## config.mk

```make
export PLATFORM = sky130hd
export DESIGN_NAME = data_bus_arbiter
export DESIGN_NICKNAME = d
export VERILOG_FILES = /design/src/rtl/data_bus_arbiter.sv
export SDC_FILE = /design/constraint.sdc
export NUM_CORES = 1
export LEC_CHECK = 0
export ABC_CLOCK_PERIOD_IN_PS = 2300
export CAP_MARGIN = 0
export CORE_AREA = 3 3 116 118
export CTS_BUF_LIST = sky130_fd_sc_hd__clkbuf_16
export DETAILED_ROUTE_END_ITERATION = 10
export DIE_AREA = 0 0 119 121
export MAX_ROUTING_LAYER = met4
export PLACE_DENSITY_LB_ADDON = 0.3
export SYNTH_ARGS = -nofsm -noshare
export SYNTH_HDL_FRONTEND = slang
export SYNTH_SLANG_ARGS = --single-unit
export TNS_END_PERCENT = 50
```

## constraint.sdc

```tcl
create_clock -name clk -period 2.3 [get_ports clk]
set_clock_uncertainty 0.1 [all_clocks]
set_input_delay 0.23 -clock clk [delete_from_list [all_inputs] [get_ports clk]]
set_output_delay 0.23 -clock clk [all_outputs]
set_load 0.03 [all_outputs]
```

## src/rtl/data_bus_arbiter.sv

```systemverilog
// Two-master, one-slave round-robin bus arbiter for the data-memory / MMIO port.
// Grant is held until the slave acks, the owner aborts, or the watchdog expires.
module data_bus_arbiter #(
    parameter int ADDR_W  = 32,
    parameter int DATA_W  = 32,
    parameter int TIMEOUT = 15
) (
    input  logic              clk,
    input  logic              rst,
    input  logic              m0_req,
    input  logic              m0_we,
    input  logic [ADDR_W-1:0] m0_addr,
    input  logic [DATA_W-1:0] m0_wdata,
    output logic              m0_gnt,
    output logic              m0_ack,
    output logic              m0_err,
    output logic [DATA_W-1:0] m0_rdata,
    input  logic              m1_req,
    input  logic              m1_we,
    input  logic [ADDR_W-1:0] m1_addr,
    input  logic [DATA_W-1:0] m1_wdata,
    output logic              m1_gnt,
    output logic              m1_ack,
    output logic              m1_err,
    output logic [DATA_W-1:0] m1_rdata,
    output logic              s_req,
    output logic              s_we,
    output logic [ADDR_W-1:0] s_addr,
    output logic [DATA_W-1:0] s_wdata,
    input  logic              s_ack,
    input  logic [DATA_W-1:0] s_rdata
);

    typedef enum logic {IDLE, BUSY} state_t;

    state_t     state_reg, state_next;
    logic       owner_reg, owner_next;
    logic       last_reg, last_next;
    logic [7:0] tcount_reg, tcount_next;

    logic [1:0]        req;
    logic [1:0]        we;
    logic [ADDR_W-1:0] addr  [2];
    logic [DATA_W-1:0] wdata [2];
    logic [1:0]        gnt_vec, ack_vec, err_vec;
    logic [DATA_W-1:0] rdata_vec [2];

    logic busy, own_req, active, done_ok, timeout_hit;

    assign req      = {m1_req, m0_req};
    assign we       = {m1_we, m0_we};
    assign addr[0]  = m0_addr;
    assign addr[1]  = m1_addr;
    assign wdata[0] = m0_wdata;
    assign wdata[1] = m1_wdata;

    assign busy        = (state_reg == BUSY);
    assign own_req     = req[owner_reg];
    // An owner that drops its request aborts: the slave sees nothing this cycle.
    assign active      = busy && own_req;
    assign done_ok     = active && s_ack;
    assign timeout_hit = active && !s_ack && (tcount_reg == 8'(TIMEOUT - 1));

    always_ff @(posedge clk or posedge rst) begin
        if (rst) begin
            state_reg  <= IDLE;
            owner_reg  <= 1'b0;
            last_reg   <= 1'b1;
            tcount_reg <= 8'd0;
        end else begin
            state_reg  <= state_next;
            owner_reg  <= owner_next;
            last_reg   <= last_next;
            tcount_reg <= tcount_next;
        end
    end

    always_comb begin
        state_next  = state_reg;
        owner_next  = owner_reg;
        last_next   = last_reg;
        tcount_next = tcount_reg;
        case (state_reg)
            IDLE: begin
                if (req != 2'b00) begin
                    state_next  = BUSY;
                    tcount_next = 8'd0;
                    if (req == 2'b11)
                        owner_next = !last_reg;
                    else
                        owner_next = req[1];
                end
            end
            BUSY: begin
                if (!own_req || done_ok || timeout_hit) begin
                    state_next = IDLE;
                    last_next  = owner_reg;
                end else begin
                    tcount_next = tcount_reg + 8'd1;
                end
            end
            default: state_next = IDLE;
        endcase
    end

    assign s_req   = active;
    assign s_we    = busy ? we[owner_reg]    : 1'b0;
    assign s_addr  = busy ? addr[owner_reg]  : '0;
    assign s_wdata = busy ? wdata[owner_reg] : '0;

    genvar gi;
    generate
        for (gi = 0; gi < 2; gi++) begin : g_master
            logic is_owner;
            assign is_owner      = busy && (owner_reg == 1'(gi));
            assign gnt_vec[gi]   = is_owner;
            assign ack_vec[gi]   = is_owner && (done_ok || timeout_hit);
            assign err_vec[gi]   = is_owner && timeout_hit;
            assign rdata_vec[gi] = (is_owner && done_ok) ? s_rdata : '0;
        end
    endgenerate

    assign m0_gnt   = gnt_vec[0];
    assign m0_ack   = ack_vec[0];
    assign m0_err   = err_vec[0];
    assign m0_rdata = rdata_vec[0];
    assign m1_gnt   = gnt_vec[1];
    assign m1_ack   = ack_vec[1];
    assign m1_err   = err_vec[1];
    assign m1_rdata = rdata_vec[1];

endmodule

```

==> results of run 1 <==
==> worst paths after layout <==
check                                           from                   endpoint  slack, ns  depth (start not counted)
setup / recovery               owner_reg$_DFFE_PP0P_                  s_addr[3]       0.08                          4
hold / removal                                   rst  tcount_reg[7]$_DFFE_PP0P_       0.19                          2
setup reg to reg           tcount_reg[0]$_DFFE_PP0P_       last_reg$_DFFE_PP1P_       0.42                          6
hold reg to reg                 last_reg$_DFFE_PP1P_       last_reg$_DFFE_PP1P_       0.40                          2
max in group asynchronous                        rst      owner_reg$_DFFE_PP0P_       1.57                          2
min in group clk                last_reg$_DFFE_PP1P_       last_reg$_DFFE_PP1P_       0.40                          2
==> cell type report <==
cell class              instances  area share
clock inverters                 1    0.000941
flip-flops and latches         11      0.0529
well taps                     172      0.0405
multi-input cells             252       0.320
inverters                       9     0.00635
clock buffers                   3      0.0141
repair buffers                310       0.565
==> logic make-up after synthesis <==
family	synth area share
buf+inv	0.0614
flops	0.133
compound gates	0.0759
fa+ha+maj	0.0120
mux	0.323
simple gates	0.394
==> repair_timing <==
| item | CTS | global route |
|---|---|---|
| resized for setup | 8 | 11 |
| setup buffers | 0 | 1 |
| endpoints found under the hold margin | 0 | 0 |
| gates cloned | 0 | 0 |
| endpoints found under the setup margin | 8 | 98 |
==> worst max-delay path: stages, from the launching register on <==
cell             delay [ns]
dfrtp_4                0.52
buf_12                 0.20
mux2i_1                0.14
nor2_1                 0.08
clkdlybuf4s50_1        0.69
==> stage by stage <==
stage | hold WS (ns) | util
final | 0.190 | 0.423
after detailed placement | 0.399 | 0.414
after CTS | 0.207 | 0.420
after global placement | 0.377 | 0.414
after floorplan | -0.0183 | -
after global routing | 0.241 | 0.423
==> layer usage <==
layer / vias up / global-route usage
met5: - / -
met4: 0 / 0.0275
met3: 6 / 0.0308
met2: 206 / 0.281
met1: 1394 / 0.158
li1: 1567 / -
==> layout by cell type, fill, tap and decap left out, drive strengths merged, types with 2 or more instances in the layout <==
cell type      count
nand2             12
inv                9
ha                 2
and2              65
o221ai             2
clkdlybuf4s50    199
or4                2
nor2              71
clkbuf             3
buf              100
dfrtp             10
nand2b             2
a31oi              7
mux2i             66
dlygate4sd2        7
dlymetal6s2s       4
nor3               2
nand3              3
o21ai              5
==> report_power, final <==
group / switching (mW) / internal (mW) / total, mW / leakage, nW
Combinational: 2.07 / 1.65 / 3.72 / 2.34
Clock: 0.0866 / 0.230 / 0.317 / 0.0409
Sequential: 0.0805 / 0.264 / 0.344 / 0.142
==> run summary, run 1 <==
## Timing
* headroom to the max-slew limit: 0.714
* count of endpoints failing setup in the final report: 0
* highest clock frequency the design can meet: 449 MHz
* smallest setup slack after layout: 0.0753 ns
* setup_tns: 0 ns
* final critical-path required period: 2.22 ns
* unrepaired setup endpoints after global routing: no
* max-slew violations: 0
* final hold violation count: 0
* Worst Tran Pin Value: 0.429 ns
* share of the cycle needed by the critical path after routing: 0.967

## Die
* die width: 119 um
* area of the die: 0.0144 mm2
* placeable core area: 0.0126 mm2
* initial core utilization: 0.165
* Die Height: 121 um
* top-level port count: 303
* Placement Rows: 41

## Clock network
* clk slew on worst S/H paths: 0.04 ns
* CTS Root Cell: clkbuf_16
* Sink Count: 11
* clock insertion delay at the later pin of the skew report: 0.24 ns
* hold buffer count at CTS: 0
* clock buffer count from CTS: 3
* clock tree from TritonCTS: built
* maximum buffer depth of the clock tree: 2
* number of levels the H-tree was split into: 1

## Detailed routing
* residual antenna-violating net count after detailed routing: 0
* DRC violation total after the first TritonRoute iteration: 86
* WL met2: 6.08 mm
* vias post-DR: 3173
* DR top layer: met4
* DRT Pass-1 Iters: 4
* Met3 Routed Length: 1.02 mm
* Via-to-Cell Ratio: 4.19
* Remaining DRCs: 0
* routed metal-1 wire length: 4.07 mm
* routed wire length: 11.3 mm
* Routed WL per cell: 14.9 um

## Layout
* Final Instance Area: 0.00532 mm2
* max FFs per register: 8
* layout overhead on the synthesized area: 156%
* Layout Cells excl Fill: 758
* sequential cell area: 282 um2
* Multi-input gate area: 0.00170 mm2
* Fill cells: 1238
* diodes inserted: 0
* Final #Nets: 756
* share of layout cells above drive strength 1: 0.203

## GRT
* total gr overflow: 0
* number of global-route vias before repair: 3127
* wire length of the first global-routing pass: 16.8 mm
* Total GRT Usage: 0.147
* largest net degree at the start of global routing: 71
* initial antenna violation count: 0

## Placement
* placed cell areas: 0.00520 mm2
* final weighted congestion of routability-driven global placement: 0.839
* dpl hpwl: 9.64 mm
* number of port buffers: 302
* DP Worst Slack: 0.144 ns
* placed insts: 753

## Logic synthesis
* register bit count reported by yosys: 11
* Mean Syn Cell Area: 7.07 um2
* number of flops mapped to enable cells by yosys: 0
* sequential-to-total area share from yosys stat: 0.133
* proportion of register bits with asynchronous set or reset after synthesis: 1.00
* leading post-synthesis cells by cell area: mux2i_1, and2_1, nor2_1
* dominant synthesized flop cell: dfrtp_1
* synthesized instance count: 294
* cell type with the highest aggregate area in the netlist: mux2i_1
* syn_nets: 463
* netlist area before placement: 0.00208 mm2
* post-synth top area share: 0.318
* commonest cells in the synthesized netlist: nor2_1, mux2i_1, and2_1
* number of distinct library cell variants in the gate-level netlist after synthesis: 33
* most frequent cell after synthesis: nor2_1
* total of warnings raised by yosys: 0

## Power
* Max IR drop VDD: 409 uV
* Pwr per Cell Area: 824 mW/mm2
* static leakage: 2.53 nW
* power after layout: 4.38 mW

## Critical path
* Max Fanout on Critical Path: 29
* data arrival at the endpoint of the critical path: 1.89 ns
* crit path capture type: output port
* sort of element at the start of the critical path: flip-flop
* required time of the critical path: 1.97 ns
* startpoint-to-endpoint class of the critical path: reg2out

## Min path
* Tightest Hold Check Type: in2async

## Run status
* result of the run: finished clean

## Flow run
* max-cap check violation count: 0

No activity file was read; power rests on OpenSTA's default activity.
==> run 2: changes to the inputs <==
- CORE_AREA: 3 3 116 118 -> 2 2 118 120
- DIE_AREA: 0 0 119 121 -> 0 0 120 122
- HOLD_SLACK_MARGIN: unset -> 0.1
==> run 2 against run 1 <==
Effect of this change: sequential cell count is the same; combinational power about the same; register-to-register slack improved by 0.07 ns; hold slack gained 0.011 ns; clock power about the same; first-iteration DRC count fell by 20%; setup slack worse by 0.025 ns; maximum frequency decreased by 1.1%; final area rose by 1.9%; wire length increased by 0.36%; clock-buffer cell count is the same; final cell count increased by 1.2%.
==> run summary, run 2 (synthesized netlist as in run 1, its figures left out) <==
## Die
* top-level port count: 303
* Placement Rows: 43
* placeable core area: 0.0135 mm2
* area of the die: 0.0146 mm2
* die width: 120 um
* Die Height: 122 um
* initial core utilization: 0.154

## Critical path
* reg2reg end: last_reg$_DFFE_PP1P_
* crit path capture type: output port
* Max Fanout on Critical Path: 16
* sort of element at the start of the critical path: flip-flop
* library cell contributing the largest single delay on the critical path: clkdlybuf4s50_1
* crit-path cells: buf_4 > mux2i_1 > nor2_1 > clkdlybuf4s50_1
* data arrival at the endpoint of the critical path: 1.92 ns
* total buffers and inverters traversed by the critical path: 2
* Critical Path Max Stage Delay: 0.68 ns
* r2r worst-path depth: 6
* kind of cell adding the most delay to the critical path: buffers and inverters
* startpoint-to-endpoint class of the critical path: reg2out
* launch instance of the worst register-to-register path: tcount_reg[0]$_DFFE_PP0P_
* required time of the critical path: 1.97 ns
* Worst R2R Setup Slack: 0.49 ns

## Power
* Pwr per Cell Area: 802 mW/mm2
* static leakage: 3.07 nW
* Max IR drop VDD: 369 uV
* power after layout: 4.35 mW

## Layout
* most frequent standard cell in the layout excluding fill and tap cells: clkdlybuf4s50_1
* diodes inserted: 0
* commonest non-fill, non-tap cells in the layout: clkdlybuf4s50_1, buf_4, nor2_1
* layout overhead on the synthesized area: 161%
* share of layout cells above drive strength 1: 0.165
* post-route core utilization: 0.401
* max FFs per register: 8
* Final Instance Area: 0.00542 mm2
* Layout Cells excl Fill: 767
* Fill cells: 1362
* Final #Nets: 757

## Placement
* placed insts: 762
* number of port buffers: 302
* dpl hpwl: 9.59 mm
* final weighted congestion of routability-driven global placement: 0.850
* DP Worst Slack: 0.242 ns
* placed cell areas: 0.00521 mm2

## Timing
* max-slew violations: 0
* smallest setup slack after layout: 0.0503 ns
* Worst Tran Pin Value: 0.453 ns
* highest clock frequency the design can meet: 445 MHz
* share of the cycle needed by the critical path after routing: 0.978
* headroom to the max-slew limit: 0.697
* final critical-path required period: 2.25 ns
* count of endpoints failing setup in the final report: 0
* final hold violation count: 0

## GRT
* wire length of the first global-routing pass: 15.5 mm
* largest net degree at the start of global routing: 44
* Total GRT Usage: 0.136
* initial antenna violation count: 0
* total gr overflow: 0
* number of global-route vias before repair: 3044

## Detailed routing
* routed metal-1 wire length: 4.14 mm
* Via-to-Cell Ratio: 4.18
* DRT Pass-1 Iters: 4
* WL met2: 6.02 mm
* routed wire length: 11.3 mm
* Routed WL per cell: 14.8 um
* vias post-DR: 3208
* Remaining DRCs: 0
* residual antenna-violating net count after detailed routing: 0
* DR top layer: met4
* DRC violation total after the first TritonRoute iteration: 69
* Met3 Routed Length: 1.08 mm

## Run status
* result of the run: finished clean

## Clock network
* CTS Root Cell: clkbuf_16
* clock buffer count from CTS: 3
* hold buffer count at CTS: 0
* clock insertion delay at the later pin of the skew report: 0.24 ns
* clock tree from TritonCTS: built
* clk slew on worst S/H paths: 0.04 ns
* Sink Count: 11
* maximum buffer depth of the clock tree: 2
* number of levels the H-tree was split into: 1

## Min path
* Tightest Hold Check Type: in2async

## Flow run
* max-cap check violation count: 0

==> run 2: timing repair <==
item | 4_1_cts | 5_1_grt
buffers inserted | 0 | 1
gates resized for setup | 4 | 50
setup endpoints to repair | 4 | 51
==> run 2: per-stage QoR <==
stage	hold WS (ns)	setup TNS, ns
floorplan	-0.0183	0
global placement	0.378	0
detailed placement	0.399	0
CTS	0.214	0
global route	0.274	-0.0208
finish	0.200	0
==> run 2: worst register-to-register path, cell delays in order (launching register included) <==
cell	delay (ns)
dfrtp_1	0.38
inv_2	0.07
ha_1	0.13
or3b_4	0.39
o21a_4	0.24
a21o_1	0.19
a221oi_2	0.22
==> run 2: power breakdown <==
group          internal (mW)  leakage (nW)  switching (mW)
Combinational           1.62          2.89            2.08
Clock                  0.228        0.0423          0.0894
Sequential             0.262         0.143          0.0659
Total                   2.11          3.07            2.24
==> run 2: cell type report <==
class                   instances  area, um2  share of cell area
multi-input cells             252       1690               0.311
flip-flops and latches         11        280              0.0517
repair buffers                311       3110               0.575
clock inverters                 1       3.75            0.000693
well taps                     180        225              0.0416
inverters                       9       33.8             0.00623
clock buffers                   3       75.1              0.0139
==> run 2: how the worst max path moves through the flow <==
stage / depth (start not counted) / start / slack, ns / end
after floorplan: 5 / tcount_reg[0]$_DFFE_PP0P_ / 0.02 / m0_err
after global placement: 4 / owner_reg$_DFFE_PP0P_ / 0.26 / s_wdata[4]
after detailed placement: 6 / tcount_reg[0]$_DFFE_PP0P_ / 0.24 / m1_err
after CTS: 4 / owner_reg$_DFFE_PP0P_ / 0.0007 / s_wdata[4]
after global routing: 4 / owner_reg$_DFFE_PP0P_ / -0.02 / s_addr[18]
final: 4 / owner_reg$_DFFE_PP0P_ / 0.05 / s_wdata[14]
==> run 2: layer usage <==
metal,GRT usage,vias to the layer above
met4,0.0235,0
met1,0.154,1421
met2,0.255,213
met3,0.0206,8
li1,-,1566
met5,-,-
==> run 3: changes to the inputs <==
- RECOVER_POWER: unset -> 50
==> run 3 against run 2 <==
Effect of this change: sequential share of layout area is 0.46 points higher; clock power about the same; combinational power down 8.6%; total power decreased by 7.5%; register-to-register slack worse by 0.12 ns; clock-buffer cell count unchanged; final area decreased by 8.1%; highest routed layer unchanged; maximum frequency about the same; core utilization shrank 3.3 points; sequential power about the same; critical path depth is the same; non-clock buffer count unchanged.
==> run summary, run 3 (synthesized netlist as in run 1, its figures left out) <==
## Run status
* result of the run: finished clean

## Power
* sw frac: 0.556
* Internal Power: 1.79 mW
* combinational fraction of design power: 0.840
* power after layout: 4.02 mW
* static leakage: 2.29 nW
* sequential share of power: 0.081
* Max IR drop VDD: 307 uV
* share of power burned in the clock network: 0.079
* Pwr per Cell Area: 808 mW/mm2
* switching power: 2.23 mW

## Timing
* final hold violation count: 0
* highest clock frequency the design can meet: 444 MHz
* max-slew violations: 0
* share of the cycle needed by the critical path after routing: 0.978
* count of endpoints failing setup in the final report: 0
* smallest setup slack after layout: 0.0498 ns
* final hold slack: 0.334 ns
* headroom to the max-slew limit: 0.572
* setup_tns: 0 ns
* final critical-path required period: 2.25 ns
* Worst Tran Pin Value: 0.638 ns

## Detailed routing
* Routed WL per cell: 14.7 um
* routed wire length: 11.3 mm
* Via-to-Cell Ratio: 4.17
* DRC violation total after the first TritonRoute iteration: 64
* vias post-DR: 3198
* Remaining DRCs: 0
* DRT Pass-1 Iters: 5
* residual antenna-violating net count after detailed routing: 0

## Flow run
* max-cap check violation count: 0

## Critical path
* startpoint-to-endpoint class of the critical path: reg2out
* launch instance of the worst register-to-register path: tcount_reg[0]$_DFFE_PP0P_
* data arrival at the endpoint of the critical path: 1.92 ns
* Critical Path Max Stage Delay: 0.68 ns
* total buffers and inverters traversed by the critical path: 2
* required time of the critical path: 1.97 ns
* Worst Setup SP: owner_reg$_DFFE_PP0P_
* kind of cell adding the most delay to the critical path: buffers and inverters
* Max Fanout on Critical Path: 16
* library cell contributing the largest single delay on the critical path: clkdlybuf4s50_1
* crit-path cells: buf_4 > mux2i_1 > nor2_1 > clkdlybuf4s50_1
* crit path capture type: output port
* sort of element at the start of the critical path: flip-flop

## Layout
* share of layout cells above drive strength 1: 0.157
* Final #Nets: 757
* commonest non-fill, non-tap cells in the layout: clkdlybuf4s50_1, buf_4, nor2_1
* Multi-input gate area: 0.00167 mm2
* sequential cell area: 280 um2
* layout overhead on the synthesized area: 140%
* diodes inserted: 0
* Fill cells: 1433
* max FFs per register: 8
* post-route core utilization: 0.369
* most frequent standard cell in the layout excluding fill and tap cells: clkdlybuf4s50_1

## Clock network
* Sink Count: 11
* number of levels the H-tree was split into: 1
* maximum buffer depth of the clock tree: 2
* CTS Root Cell: clkbuf_16
* hold buffer count at CTS: 0
* clock tree from TritonCTS: built
* clock buffer count from CTS: 3
* clk slew on worst S/H paths: 0.04 ns
* clock insertion delay at the later pin of the skew report: 0.24 ns

## Placement
* final weighted congestion of routability-driven global placement: 0.850
* dpl hpwl: 9.59 mm
* DP Worst Slack: 0.242 ns
* number of port buffers: 302

## Die
* area of the die: 0.0146 mm2
* Placement Rows: 43
* top-level port count: 303
* die width: 120 um
* initial core utilization: 0.154
* placeable core area: 0.0135 mm2
* Die Height: 122 um

## GRT
* initial antenna violation count: 0
* wire length of the first global-routing pass: 15.5 mm
* total gr overflow: 0
* largest net degree at the start of global routing: 44
* Total GRT Usage: 0.136
* number of global-route vias before repair: 3044

## Min path
* Tightest Hold Check Type: in2async

## run 3: changes by cell type in the layout (fill, tap and decap cells not counted)
cell / before / now
buf_4: 73 / 72
dlymetal6s2s_1: 47 / 1
o21ai_1: 0 / 1
a221oi_1: 0 / 1
clkdlybuf4s50_1: 181 / 178
dlygate4sd3_1: 0 / 3
o21a_4: 1 / 0
o21ai_2: 2 / 1
clkbuf_1: 0 / 48
o21a_1: 0 / 1
buf_12: 7 / 6
a221oi_2: 1 / 0
## run 3: worst paths after layout
| check | end | slack, ns | depth (start not counted) |
|---|---|---|---|
| hold / removal | tcount_reg[2]$_DFFE_PP0P_ | 0.33 | 2 |
| hold reg to reg | last_reg$_DFFE_PP1P_ | 0.40 | 2 |
| setup / recovery | s_wdata[14] | 0.05 | 4 |
| setup reg to reg | last_reg$_DFFE_PP1P_ | 0.37 | 6 |
| max in group asynchronous | owner_reg$_DFFE_PP0P_ | 1.41 | 2 |
| min in group clk | last_reg$_DFFE_PP1P_ | 0.40 | 2 |
## run 3: per-layer routing
layer	global-route usage	part of all wire
met1	0.154	0.37
met2	0.255	0.53
met3	0.0206	0.092
met4	0.0235	0.0075
met5	-	0
## run 3: cell type report
cell class / count / area share
Sequential cell: 11 / 0.0563
Timing Repair Buffer: 311 / 0.541
Tap cell: 180 / 0.0452
Clock inverter: 1 / 0.000754
Multi-Input combinational cell: 252 / 0.335
Inverter: 9 / 0.00679
Clock buffer: 3 / 0.0151
## run 3: timing repair
item	in CTS	in global routing
setup buffers	0	1
resized for setup	4	50
endpoints found under the setup margin	4	51
## run 3: power groups by stage
stage          Clock (mW)  Sequential, mW  Combinational, mW
4_1_cts             0.324           0.331               3.76
2_1_floorplan           0           0.288               2.24
5_1_grt             0.332           0.338               3.58
6_report            0.318           0.327               3.38
3_3_place_gp            0           0.327               3.74
3_5_place_dp            0           0.333               3.76
## run 3: stage by stage
| stage | cells | instance area, um2 |
|---|---|---|
| finish | 767 | 4980 |
| detailed placement | 762 | 5210 |
| global placement | 762 | 5210 |
| global route | 767 | 4980 |
| CTS | 766 | 5290 |
| floorplan | 294 | 2080 |
